$ cat src/rtl/spi_pkg.sv
// spi_pkg: types and helpers shared by the SPI slave bit engine, its
// TX holding register and its handshake interface.
package spi_pkg;

  // Word length used when a block is instantiated without an override.
  localparam int SPI_DATA_W_DEFAULT = 8;

  // Bit-engine states: waiting for chip select, or inside a frame.
  typedef enum logic {
    ST_IDLE  = 1'b0,
    ST_SHIFT = 1'b1
  } spi_state_e;

  // MOSI is sampled on the SCLK rising edge when CPOL and CPHA agree,
  // otherwise on the falling edge; the opposite edge drives MISO.
  function automatic bit sample_on_rise(input int cpol, input int cpha);
    return (cpol == cpha);
  endfunction

endpackage

$ cat src/rtl/spi_slave_shifter_if.sv
// spi_slave_shifter_if: word-level link between the SPI bit engine and the
// register/command layer above it. RX is a bare valid pulse (no
// backpressure); TX is a valid/ready handshake into a one-word buffer.
interface spi_slave_shifter_if
  import spi_pkg::*;
#(
  parameter int DATA_W = SPI_DATA_W_DEFAULT
);

  logic [DATA_W-1:0] rx_data;
  logic              rx_valid;
  logic [DATA_W-1:0] tx_data;
  logic              tx_valid;
  logic              tx_ready;

  // Register/command layer side.
  modport master (
    input  rx_data,
    input  rx_valid,
    input  tx_ready,
    output tx_data,
    output tx_valid
  );

  // Bit-engine side.
  modport slave (
    output rx_data,
    output rx_valid,
    output tx_ready,
    input  tx_data,
    input  tx_valid
  );

endinterface

$ cat src/rtl/spi_slave_shifter_tx_holding_reg.sv
// spi_tx_holding_reg: single-entry TX buffer between the command layer and
// the MISO shift register. It accepts a word when empty and releases it on
// the load strobe; an empty buffer hands out IDLE_TX instead. A word offered
// while the buffer is empty is captured even if a load happens in the same
// cycle, so that load sees the old (empty) contents and the new word waits
// for the next load point.
module spi_tx_holding_reg
  import spi_pkg::*;
#(
  parameter int                DATA_W  = SPI_DATA_W_DEFAULT,
  parameter logic [DATA_W-1:0] IDLE_TX = '0
) (
  input  logic              clk,
  input  logic              rstn,
  input  logic [DATA_W-1:0] tx_data,
  input  logic              tx_valid,
  output logic              tx_ready,
  input  logic              load,
  output logic [DATA_W-1:0] load_word
);

  logic              full;
  logic [DATA_W-1:0] held;
  logic              accept;

  assign accept    = tx_valid && !full;
  assign tx_ready  = !full;
  assign load_word = full ? held : IDLE_TX;

  // Capture an offered word when empty; a load empties a full buffer.
  always_ff @(posedge clk) begin
    if (!rstn) begin
      full <= 1'b0;
      held <= '0;
    end else if (accept) begin
      full <= 1'b1;
      held <= tx_data;
    end else if (load) begin
      full <= 1'b0;
    end
  end

endmodule

$ cat src/rtl/spi_slave_shifter.sv
// spi_slave_shifter: SPI slave bit engine fed by single-cycle SCLK edge
// pulses. Deserialises MOSI into words for the layer above and serialises
// buffered TX words onto a registered MISO.
// Optional feature macro: SPI_SLAVE_ERR_FLAGS_EN enables the tx_underrun and
// rx_abort pulses; without it both outputs are constant 0.
module spi_slave_shifter
  import spi_pkg::*;
#(
  parameter int                DATA_W    = SPI_DATA_W_DEFAULT,
  parameter int                CPOL      = 0,
  parameter int                CPHA      = 0,
  parameter int                MSB_FIRST = 1,
  parameter logic [DATA_W-1:0] IDLE_TX   = '0
) (
  input  logic                     clk,
  input  logic                     rstn,
  input  logic                     sclk_rise,
  input  logic                     sclk_fall,
  input  logic                     cs_n,
  input  logic                     mosi,
  output logic                     miso,
  spi_slave_shifter_if.slave       bus,
  output logic                     busy,
  output logic                     tx_underrun,
  output logic                     rx_abort
);

  localparam bit SAMPLE_RISE = sample_on_rise(CPOL, CPHA);
  localparam int CNT_W = (DATA_W > 1) ? $clog2(DATA_W) : 1;
  localparam logic [CNT_W-1:0] LAST_BIT = CNT_W'(DATA_W - 1);

  spi_state_e        state;
  logic [CNT_W-1:0]  bit_cnt;
  logic [DATA_W-1:0] rx_sh;
  logic [DATA_W-1:0] tx_sh;
  logic [DATA_W-1:0] rx_data_q;
  logic              rx_valid_q;
  logic [DATA_W-1:0] rx_next;
  logic [DATA_W-1:0] tx_next;
  logic [DATA_W-1:0] load_word;
  logic              hold_ready;
  logic              edge_ok;
  logic              sample_edge;
  logic              shift_edge;
  logic              load_pt;

  // Bit that appears on MISO for a given shift-register value.
  function automatic logic out_bit(input logic [DATA_W-1:0] w);
    return (MSB_FIRST != 0) ? w[DATA_W-1] : w[0];
  endfunction

  // Shift one bit into a word from the end opposite the outgoing bit.
  function automatic logic [DATA_W-1:0] shift_in(input logic [DATA_W-1:0] w,
                                                 input logic b);
    return (MSB_FIRST != 0) ? {w[DATA_W-2:0], b} : {b, w[DATA_W-1:1]};
  endfunction

  // Edges only count inside a frame, and a simultaneous rise+fall is noise.
  assign edge_ok     = !cs_n && !(sclk_rise && sclk_fall);
  assign sample_edge = edge_ok && (SAMPLE_RISE ? sclk_rise : sclk_fall);
  assign shift_edge  = edge_ok && (SAMPLE_RISE ? sclk_fall : sclk_rise);
  assign rx_next     = shift_in(rx_sh, mosi);
  assign tx_next     = shift_in(tx_sh, 1'b0);

  // Load points: with CPHA=0 the first bit must be on MISO before the first
  // sample, so load at frame start and on the shift edge that closes a word
  // (the only shift edge seen at bit 0); with CPHA=1 the first shift edge of
  // each word is the load.
  always_comb begin
    load_pt = 1'b0;
    if (state == ST_IDLE) begin
      load_pt = !cs_n && (CPHA == 0);
    end else begin
      load_pt = shift_edge && (bit_cnt == '0);
    end
  end

  spi_tx_holding_reg #(
    .DATA_W  (DATA_W),
    .IDLE_TX (IDLE_TX)
  ) u_hold (
    .clk       (clk),
    .rstn      (rstn),
    .tx_data   (bus.tx_data),
    .tx_valid  (bus.tx_valid),
    .tx_ready  (hold_ready),
    .load      (load_pt),
    .load_word (load_word)
  );

  assign bus.tx_ready = hold_ready;
  assign bus.rx_data  = rx_data_q;
  assign bus.rx_valid = rx_valid_q;

  // Frame FSM with the RX/TX shift registers and all registered outputs;
  // chip select deassertion wins over any edge in the same cycle.
  always_ff @(posedge clk) begin
    if (!rstn) begin
      state      <= ST_IDLE;
      busy       <= 1'b0;
      bit_cnt    <= '0;
      rx_sh      <= '0;
      tx_sh      <= '0;
      miso       <= 1'b0;
      rx_data_q  <= '0;
      rx_valid_q <= 1'b0;
    end else begin
      rx_valid_q <= 1'b0;
      case (state)
        ST_IDLE: begin
          if (!cs_n) begin
            state <= ST_SHIFT;
            busy  <= 1'b1;
            if (load_pt) begin
              tx_sh <= load_word;
              miso  <= out_bit(load_word);
            end
          end
        end
        ST_SHIFT: begin
          if (cs_n) begin
            state   <= ST_IDLE;
            busy    <= 1'b0;
            bit_cnt <= '0;
            rx_sh   <= '0;
          end else begin
            if (sample_edge) begin
              rx_sh <= rx_next;
              if (bit_cnt == LAST_BIT) begin
                bit_cnt    <= '0;
                rx_data_q  <= rx_next;
                rx_valid_q <= 1'b1;
              end else begin
                bit_cnt <= bit_cnt + 1'b1;
              end
            end
            if (shift_edge) begin
              if (load_pt) begin
                tx_sh <= load_word;
                miso  <= out_bit(load_word);
              end else begin
                tx_sh <= tx_next;
                miso  <= out_bit(tx_next);
              end
            end
          end
        end
        default: begin
          state <= ST_IDLE;
          busy  <= 1'b0;
        end
      endcase
    end
  end

`ifdef SPI_SLAVE_ERR_FLAGS_EN
  // Flag loads that had nothing queued, and frames cut off mid-word.
  always_ff @(posedge clk) begin
    if (!rstn) begin
      tx_underrun <= 1'b0;
      rx_abort    <= 1'b0;
    end else begin
      tx_underrun <= load_pt && hold_ready;
      rx_abort    <= (state == ST_SHIFT) && cs_n && (bit_cnt != '0);
    end
  end
`else
  assign tx_underrun = 1'b0;
  assign rx_abort    = 1'b0;
`endif

endmodule
$ cat src/flat_wrapper.sv
// flat-port wrapper written by rule: the top's interface ports become plain ports
module spi_slave_shifter_flat import spi_pkg::*;
#(
  parameter int                DATA_W    = SPI_DATA_W_DEFAULT,
  parameter int                CPOL      = 0,
  parameter int                CPHA      = 0,
  parameter int                MSB_FIRST = 1,
  parameter logic [DATA_W-1:0] IDLE_TX   = '0
)
  (clk, rstn, sclk_rise, sclk_fall, cs_n, mosi, miso, busy, tx_underrun, rx_abort, bus_rx_data, bus_rx_valid, bus_tx_ready, bus_tx_data, bus_tx_valid);
  spi_slave_shifter_if #(.DATA_W(DATA_W)) bus_i ();
  input  logic clk;
  input  logic rstn;
  input  logic sclk_rise;
  input  logic sclk_fall;
  input  logic cs_n;
  input  logic mosi;
  output logic miso;
  output logic busy;
  output logic tx_underrun;
  output logic rx_abort;
  output wire logic [$bits(bus_i.rx_data)-1:0] bus_rx_data;
  output wire logic [$bits(bus_i.rx_valid)-1:0] bus_rx_valid;
  output wire logic [$bits(bus_i.tx_ready)-1:0] bus_tx_ready;
  input wire logic [$bits(bus_i.tx_data)-1:0] bus_tx_data;
  input wire logic [$bits(bus_i.tx_valid)-1:0] bus_tx_valid;
  assign bus_rx_data = bus_i.rx_data;
  assign bus_rx_valid = bus_i.rx_valid;
  assign bus_tx_ready = bus_i.tx_ready;
  assign bus_i.tx_data = bus_tx_data;
  assign bus_i.tx_valid = bus_tx_valid;
  spi_slave_shifter #(.DATA_W(DATA_W), .CPOL(CPOL), .CPHA(CPHA), .MSB_FIRST(MSB_FIRST), .IDLE_TX(IDLE_TX)) u_core (.clk(clk), .rstn(rstn), .sclk_rise(sclk_rise), .sclk_fall(sclk_fall), .cs_n(cs_n), .mosi(mosi), .miso(miso), .bus(bus_i), .busy(busy), .tx_underrun(tx_underrun), .rx_abort(rx_abort));
endmodule
$ cat config.mk
export PLATFORM = sky130hd
export DESIGN_NAME = spi_slave_shifter_flat
export DESIGN_NICKNAME = d
export VERILOG_FILES = /design/src/rtl/spi_pkg.sv /design/src/rtl/spi_slave_shifter_if.sv /design/src/rtl/spi_slave_shifter_tx_holding_reg.sv /design/src/rtl/spi_slave_shifter.sv /design/src/flat_wrapper.sv
export SDC_FILE = /design/constraint.sdc
export NUM_CORES = 1
export LEC_CHECK = 0
export ABC_AREA = 1
export BUFFER_PORTS_ARGS = -buffer_cell sky130_fd_sc_hd__buf_2
export CAP_MARGIN = 20
export CORE_UTILIZATION = 30
export DETAILED_ROUTE_END_ITERATION = 8
export PLACE_DENSITY = 0.44
export SETUP_SLACK_MARGIN = 0.5
export SLEW_MARGIN = 25
export SYNTH_ARGS = -nofsm -noshare
export SYNTH_HDL_FRONTEND = slang
export SYNTH_HIERARCHICAL = 1
export SYNTH_SLANG_ARGS = --single-unit
$ cat constraint.sdc
create_clock -name clk -period 3.4 [get_ports clk]
set_input_delay 0.34 -clock clk [delete_from_list [all_inputs] [get_ports clk]]
set_output_delay 0.34 -clock clk [all_outputs]
set_load 0.1 [all_outputs]
==> results of run 1 <==
-- per-layer routing --
layer	track usage (%)	vias up	part of all wire (%)
met1	15.64	684	47
li1	-	825	-
met3	3.543	8	4.3
met4	5.893	0	1.9
met5	0	-	0
met2	22.39	32	47
-- cell families (layout without fill, tap and decap cells) --
family / count (synthesis) / count (layout)
simple gates: 116 / 116
buf+inv: 51 / 73
compound gates: 38 / 38
flops: 38 / 38
fa+ha+maj: 6 / 6
other cells: 1 / 2
-- layout make-up --
class | count | area share (%)
Clock buffer | 5 | 3.356
Multi-Input combinational cell | 162 | 40.45
Clock inverter | 2 | 0.4881
Tap cell | 75 | 4.576
Timing Repair Buffer | 26 | 6.345
Inverter | 40 | 7.688
Sequential cell | 38 | 37.10
-- critical path: cells and delay by family (launching register included) --
family	cells	cell delay [ns]
flip-flops	1	0.73
buffers and inverters	2	0.25
AND/OR/NAND/NOR	3	0.71
adder cells (fa/ha/maj)	1	0.26
-- final timing paths --
kind / to / slack, ns / from
max: u_core/bus.rx_data[5] / 1.35 / u_core/state
max reg2reg: u_core/bus.rx_data[5] / 1.35 / u_core/state
min: u_core/bus.rx_data[0] / 0.30 / mosi
min reg2reg: u_core/rx_sh[6] / 0.47 / u_core/rx_sh[6]
-- cell usage after synthesis (2+ instances only) --
cell type / number
nor2_1: 43
nand2_1: 39
o21ai_2: 2
a21oi_1: 19
a22oi_1: 5
inv_2: 2
inv_1: 36
nand3_1: 19
ha_1: 6
clkbuf_1: 3
nor3_1: 6
buf_6: 3
nand3_2: 4
o21ai_0: 10
dfxtp_1: 38
buf_4: 5
-- flip-flops by register name, summed over array words and instances, names as in the netlist --
register / flops
u_core/tx_sh: 7
u_core/u_hold/full: 1
u_core/bit_cnt: 3
u_core/bus.rx_valid: 1
u_core/rx_sh: 7
u_core/bus.rx_data: 8
u_core/u_hold/held: 8
u_core/miso: 1
u_core/busy: 1
u_core/state: 1
-- through the flow --
step	power [mW]	cells	util (%)	hold WS (ns)	cell area (µm²)
finish	0.9301	348	34.84	0.2970	2051
global route	0.9882	348	34.84	0.3533	2051
CTS	0.9482	348	34.84	0.2897	2051
detailed placement	0.6500	341	33.50	0.4549	1972
global placement	0.6509	341	33.50	0.4466	1972
floorplan	0.6222	251	-	0.4181	1831
-- where the power goes --
part / switching, mW / internal, mW / total, mW
combinational: 0.103 / 0.0451 / 0.148
sequential: 0.0196 / 0.470 / 0.490
clock: 0.155 / 0.138 / 0.292
total: 0.277 / 0.653 / 0.930
==> impl_metrics.py, run 1 <==
metrics = {
    "critical_path": {
        "crit_path_max_incr_delay_ns": 0.73,
        "path_cells": "ha_1 -> inv_1 -> nor2_1 -> inv_1 -> nor2_1 -> nor2_1",
        "start_kind": "flip-flop",
        "rr_worst_depth": 6,
        "cpMostUsedCell": "nor2_1",
        "worst_ep_arrival_time_ns": 2.24,
        "critPathMaxFanout": 17,
        "cpMaxStageDelayCell": "dfxtp_1",
        "end_kind": "flip-flop",
        "cp.required_ns": 3.59,
        "critPathKind": "flip-flop to flip-flop",
    },
    "route": {
        "vias": 1549,
        "drt_wl_total_um": 3738,
        "route.detailed.wl_per_inst_um": 10.74,
        "viasPerCell": 4.451,
        "dr.pass1.iters": 4,
        "drtAntennaViolNets": 0,
        "route.detailed.drc": 0,
        "drtIter0Drc": 78,
    },
    "timing": {
        "period_share_pct": 60.38,
        "worst_pin_slew_ns": 0.6388,
        "final_hold_viol_count": 0,
        "rsz0062_at_grt": "no",
        "timing.fmax_mhz": 487.1,
        "finalClockSkew_ns": 0.002389,
        "tns_ns": 0,
        "relSlewSlack_pct": 57.26,
        "finalSetupViolCount": 0,
        "finalCriticalPeriod_ns": 2.053,
        "finalWorstSetupSlack_ns": 1.347,
        "drv_slew": 0,
    },
    "synthesis": {
        "yosysWarnings": 6,
        "syn_avg_cell_area_um2": 7.307,
        "ys_seq_elements": 38,
        "synthDominantCellAreaShare_pct": 41.64,
        "yosysUniqueCellTypes": 26,
        "synthSimpleGateAreaFrac_pct": 28.49,
        "synth_edf_count": 0,
        "synth_xor_area_share_pct": 0,
        "yosys-mux-area-fraction_pct": 0,
        "synth_top_family_by_area": "simple AND/OR/NAND/NOR gates",
        "synth.largest_area_cell": "dfxtp_1",
        "synth_area_um2": 1827,
        "synth_compound_area_share_pct": 12.40,
        "synthCells": 250,
        "synthArstFlopShare_pct": 0,
        "synth-main-ff-cell": "dfxtp_1",
        "ys_seq_area_share_pct": 41.64,
        "ys_top_cells_by_area": "dfxtp_1, nor2_1, nand2_1, inv_1, a21oi_1",
        "synth_adder_area_share_pct": 4.110,
    },
    "layout": {
        "layout_common_cells": "nor2_1, nand2_1, dfxtp_1",
        "layout.nets": 294,
        "num_antenna_cells": 0,
        "layout_commonest_cell": "nor2_1",
        "drive_gt1_share_pct": 17.22,
        "fillers": 672,
        "regArea_um2": 760.7,
        "area_growth_pct": 12.26,
        "multi_input_area_um2": 829.5,
    },
    "placed_design": {
        "portBuffers": 26,
        "dp_hpwl_um": 2661,
        "place_ws_ns": 1.347,
        "place.gp.congestion": 0.7164,
    },
    "clock_tree": {
        "path_clk_slew_ns": 0.07,
        "clock_latency_ns": 0.29,
        "post_cts.repair.setup_buffers": 0,
        "clock-root-buffer": "clkbuf_8",
        "clockBufferDepth": 2,
        "numClockSinks": 38,
        "cts_tree": "built",
        "numCtsBuffers": 5,
        "cts_hold_buf": 0,
        "ctsResizeCount": 0,
        "htreeDepth": 2,
    },
    "grt": {
        "grt_max_degree": 26,
        "antenna_found_initial": 0,
        "overflow": 0,
        "track_usage_pct": 13.27,
        "grt_pass1_vias": 1501,
        "grt_pass1_wl_um": 6513,
    },
    "job": {
        "max_cap_violations": 0,
    },
    "power_and_ir_drop": {
        "ir_worst_vdd_mv": 0.2095,
        "leakagePower_nw": 1.053,
        "power-per-cell-area_nw_per_um2": 453.5,
    },
    "outcome": {
        "outcome": "complete, no violations",
    },
    "floorplanning": {
        "dieHeight_um": 80.04,
        "die-area_um2": 6406,
        "num_rows": 28,
        "start_util_pct": 31.04,
        "core_um2": 5886,
        "ios": 29,
        "die_w_um": 80.04,
    },
    "worst_hold_path": {
        "hp-class": "primary input to flip-flop",
        "hold_path_depth": 3,
    },
}
Note: power is estimated with default switching activity, not from simulation.
==> run 2: changes to the inputs <==
Clock period 3.4 ns to 2.15 ns, I/O delays scaled along.
==> run 2 against run 1 <==
- count of clock-buffer cells in the layout increased by 1
- die area did not move
- first-iteration DRC count shrank 51%
- sequential power grew 57%
- critical endpoint is now u_core/miso
==> impl_metrics.py, run 2 (synthesized netlist as in run 1, its figures left out) <==
metrics = {
    "layout": {
        "layout_common_cells": "nor2_1, nand2_1, inv_1, dfxtp_1, buf_2",
        "layout.nets": 302,
        "area_growth_pct": 18.36,
        "fillers": 669,
        "layout_commonest_cell": "nor2_1",
        "regArea_um2": 763.2,
        "final_area_um2": 2162,
        "multi_input_area_um2": 829.5,
        "num_antenna_cells": 0,
        "drive_gt1_share_pct": 20.28,
        "final_util_pct": 36.73,
        "final_cells": 356,
    },
    "critical_path": {
        "worst_ep_arrival_time_ns": 1.75,
        "cpMostUsedCell": "nor2_1",
        "critPathKind": "flip-flop to flip-flop",
        "path_cells": "buf_4 -> ha_1 -> nor2_1 -> a21boi_4 -> buf_4 -> nor2_1 -> nor2_1 -> nand2_1 -> inv_1",
        "crit_path_max_incr_delay_ns": 0.32,
        "end_kind": "flip-flop",
        "start_kind": "flip-flop",
        "cpMaxStageDelayCell": "dfxtp_1",
        "cp.required_ns": 2.39,
        "critPathMaxFanout": 16,
    },
    "power_and_ir_drop": {
        "comb_power_share_pct": 15.4,
        "power-per-cell-area_nw_per_um2": 761.5,
        "internal_power_mw": 1.199,
        "switching_share_pct": 27.20,
        "p_switching_uw": 447.8,
        "leakagePower_nw": 1.114,
        "ir_worst_vdd_mv": 0.3233,
        "pwr-share-seq_pct": 46.8,
        "clockPowerShare_pct": 37.8,
    },
    "worst_hold_path": {
        "hp-class": "primary input to flip-flop",
    },
    "timing": {
        "drv_slew": 0,
        "relSlewSlack_pct": 65.88,
        "rsz0062_at_grt": "no",
        "timing.fmax_mhz": 661.6,
        "finalSetupViolCount": 0,
        "tns_ns": 0,
        "holdWs_ns": 0.1628,
        "period_share_pct": 70.30,
        "finalClockSkew_ns": 0.007019,
        "worst_pin_slew_ns": 0.5106,
        "final_hold_viol_count": 0,
        "finalCriticalPeriod_ns": 1.512,
    },
    "clock_tree": {
        "clock_latency_ns": 0.29,
        "numCtsBuffers": 5,
        "cts_tree": "built",
        "clock-root-buffer": "clkbuf_8",
        "htreeDepth": 2,
        "path_clk_slew_ns": 0.07,
        "clockBufferDepth": 2,
        "numClockSinks": 38,
    },
    "grt": {
        "grt_pass1_wl_um": 6458,
        "grt_pass1_vias": 1420,
        "overflow": 0,
        "track_usage_pct": 13.42,
        "grt_max_degree": 25,
        "antenna_found_initial": 0,
    },
    "route": {
        "dr.pass1.iters": 4,
        "route.detailed.wl_per_inst_um": 10.94,
        "drt_wl_total_um": 3894,
        "viasPerCell": 4.388,
        "vias": 1562,
        "drtIter0Drc": 38,
        "route.detailed.drc": 0,
        "drtAntennaViolNets": 0,
    },
    "floorplanning": {
        "die_w_um": 80.04,
        "num_rows": 28,
        "start_util_pct": 31.04,
        "ios": 29,
        "core_um2": 5886,
        "die-area_um2": 6406,
        "dieHeight_um": 80.04,
    },
    "placed_design": {
        "place.gp.congestion": 0.6415,
        "dp_hpwl_um": 2704,
        "placed_area_um2": 2002,
        "portBuffers": 26,
        "dp.cells": 345,
    },
    "job": {
        "max_cap_violations": 0,
    },
    "outcome": {
        "outcome": "complete, no violations",
    },
}
==> run 2: cell types whose count changed in the layout (fill, tap and decap cells not counted), sizes merged <==
cell	before	now
bufinv	0	1
buf	26	33
clkinv	2	0
clkbuf	5	7
==> run 2: path summary, 6_finish.rpt <==
path,slack (ns),to,depth (start not counted),start
worst max-delay path,0.64,u_core/miso,9,u_core/state
worst min-delay path,0.16,u_core/bus.rx_data[0],3,mosi
worst max register to register,0.64,u_core/miso,9,u_core/state
worst min register to register,0.46,u_core/bus.rx_data[7],2,u_core/rx_sh[6]
==> run 2: power groups by stage <==
stage | Sequential [mW] | Combinational, mW | Clock [mW]
after global placement | 0.788 | 0.245 | 0
final | 0.771 | 0.254 | 0.622
after floorplan | 0.803 | 0.181 | 0
after global routing | 0.776 | 0.284 | 0.677
after detailed placement | 0.787 | 0.246 | 0
after CTS | 0.771 | 0.247 | 0.647
==> run 2: area by class of cell <==
cell class	count	area share [%]
Clock inverter	1	1.389
Timing Repair Buffer	34	9.491
Inverter	40	7.292
Clock buffer	6	3.819
Tap cell	75	4.340
Multi-Input combinational cell	162	38.37
Sequential cell	38	35.30
==> run 2: layer usage <==
metal	vias up	part of all wire [%]	wire (µm)	global-route usage, %
met2	24	47	1835	23.16
met4	0	1.6	62	5.357
met5	-	0	0	0
met3	5	3.5	137	4.457
li1	844	-	-	-
met1	689	48	1858	15.10
==> run 2: what timing repair did <==
item,in CTS,in global routing
hold endpoints to repair,0,0
hold buffers,0,0
setup buffers,0,4
resized for setup,0,3
endpoints found under the setup margin,0,10
==> run 2: through the flow <==
| stage | power [mW] | setup slack [ns] |
|---|---|---|
| floorplan | 0.9840 | 0.7206 |
| global placement | 1.033 | 0.6206 |
| detailed placement | 1.033 | 0.5722 |
| CTS | 1.665 | 0.5349 |
| global route | 1.737 | 0.5407 |
| finish | 1.646 | 0.6385 |
==> run 2: critical path, delay by kind of cell, from the launching register on <==
| kind | cells | cell delay (ns) |
|---|---|---|
| adders and majority gates | 1 | 0.19 |
| buffers and inverters | 3 | 0.40 |
| DFF | 1 | 0.32 |
| and+or+nand+nor | 4 | 0.32 |
| AOI/OAI and AO/OA | 1 | 0.23 |
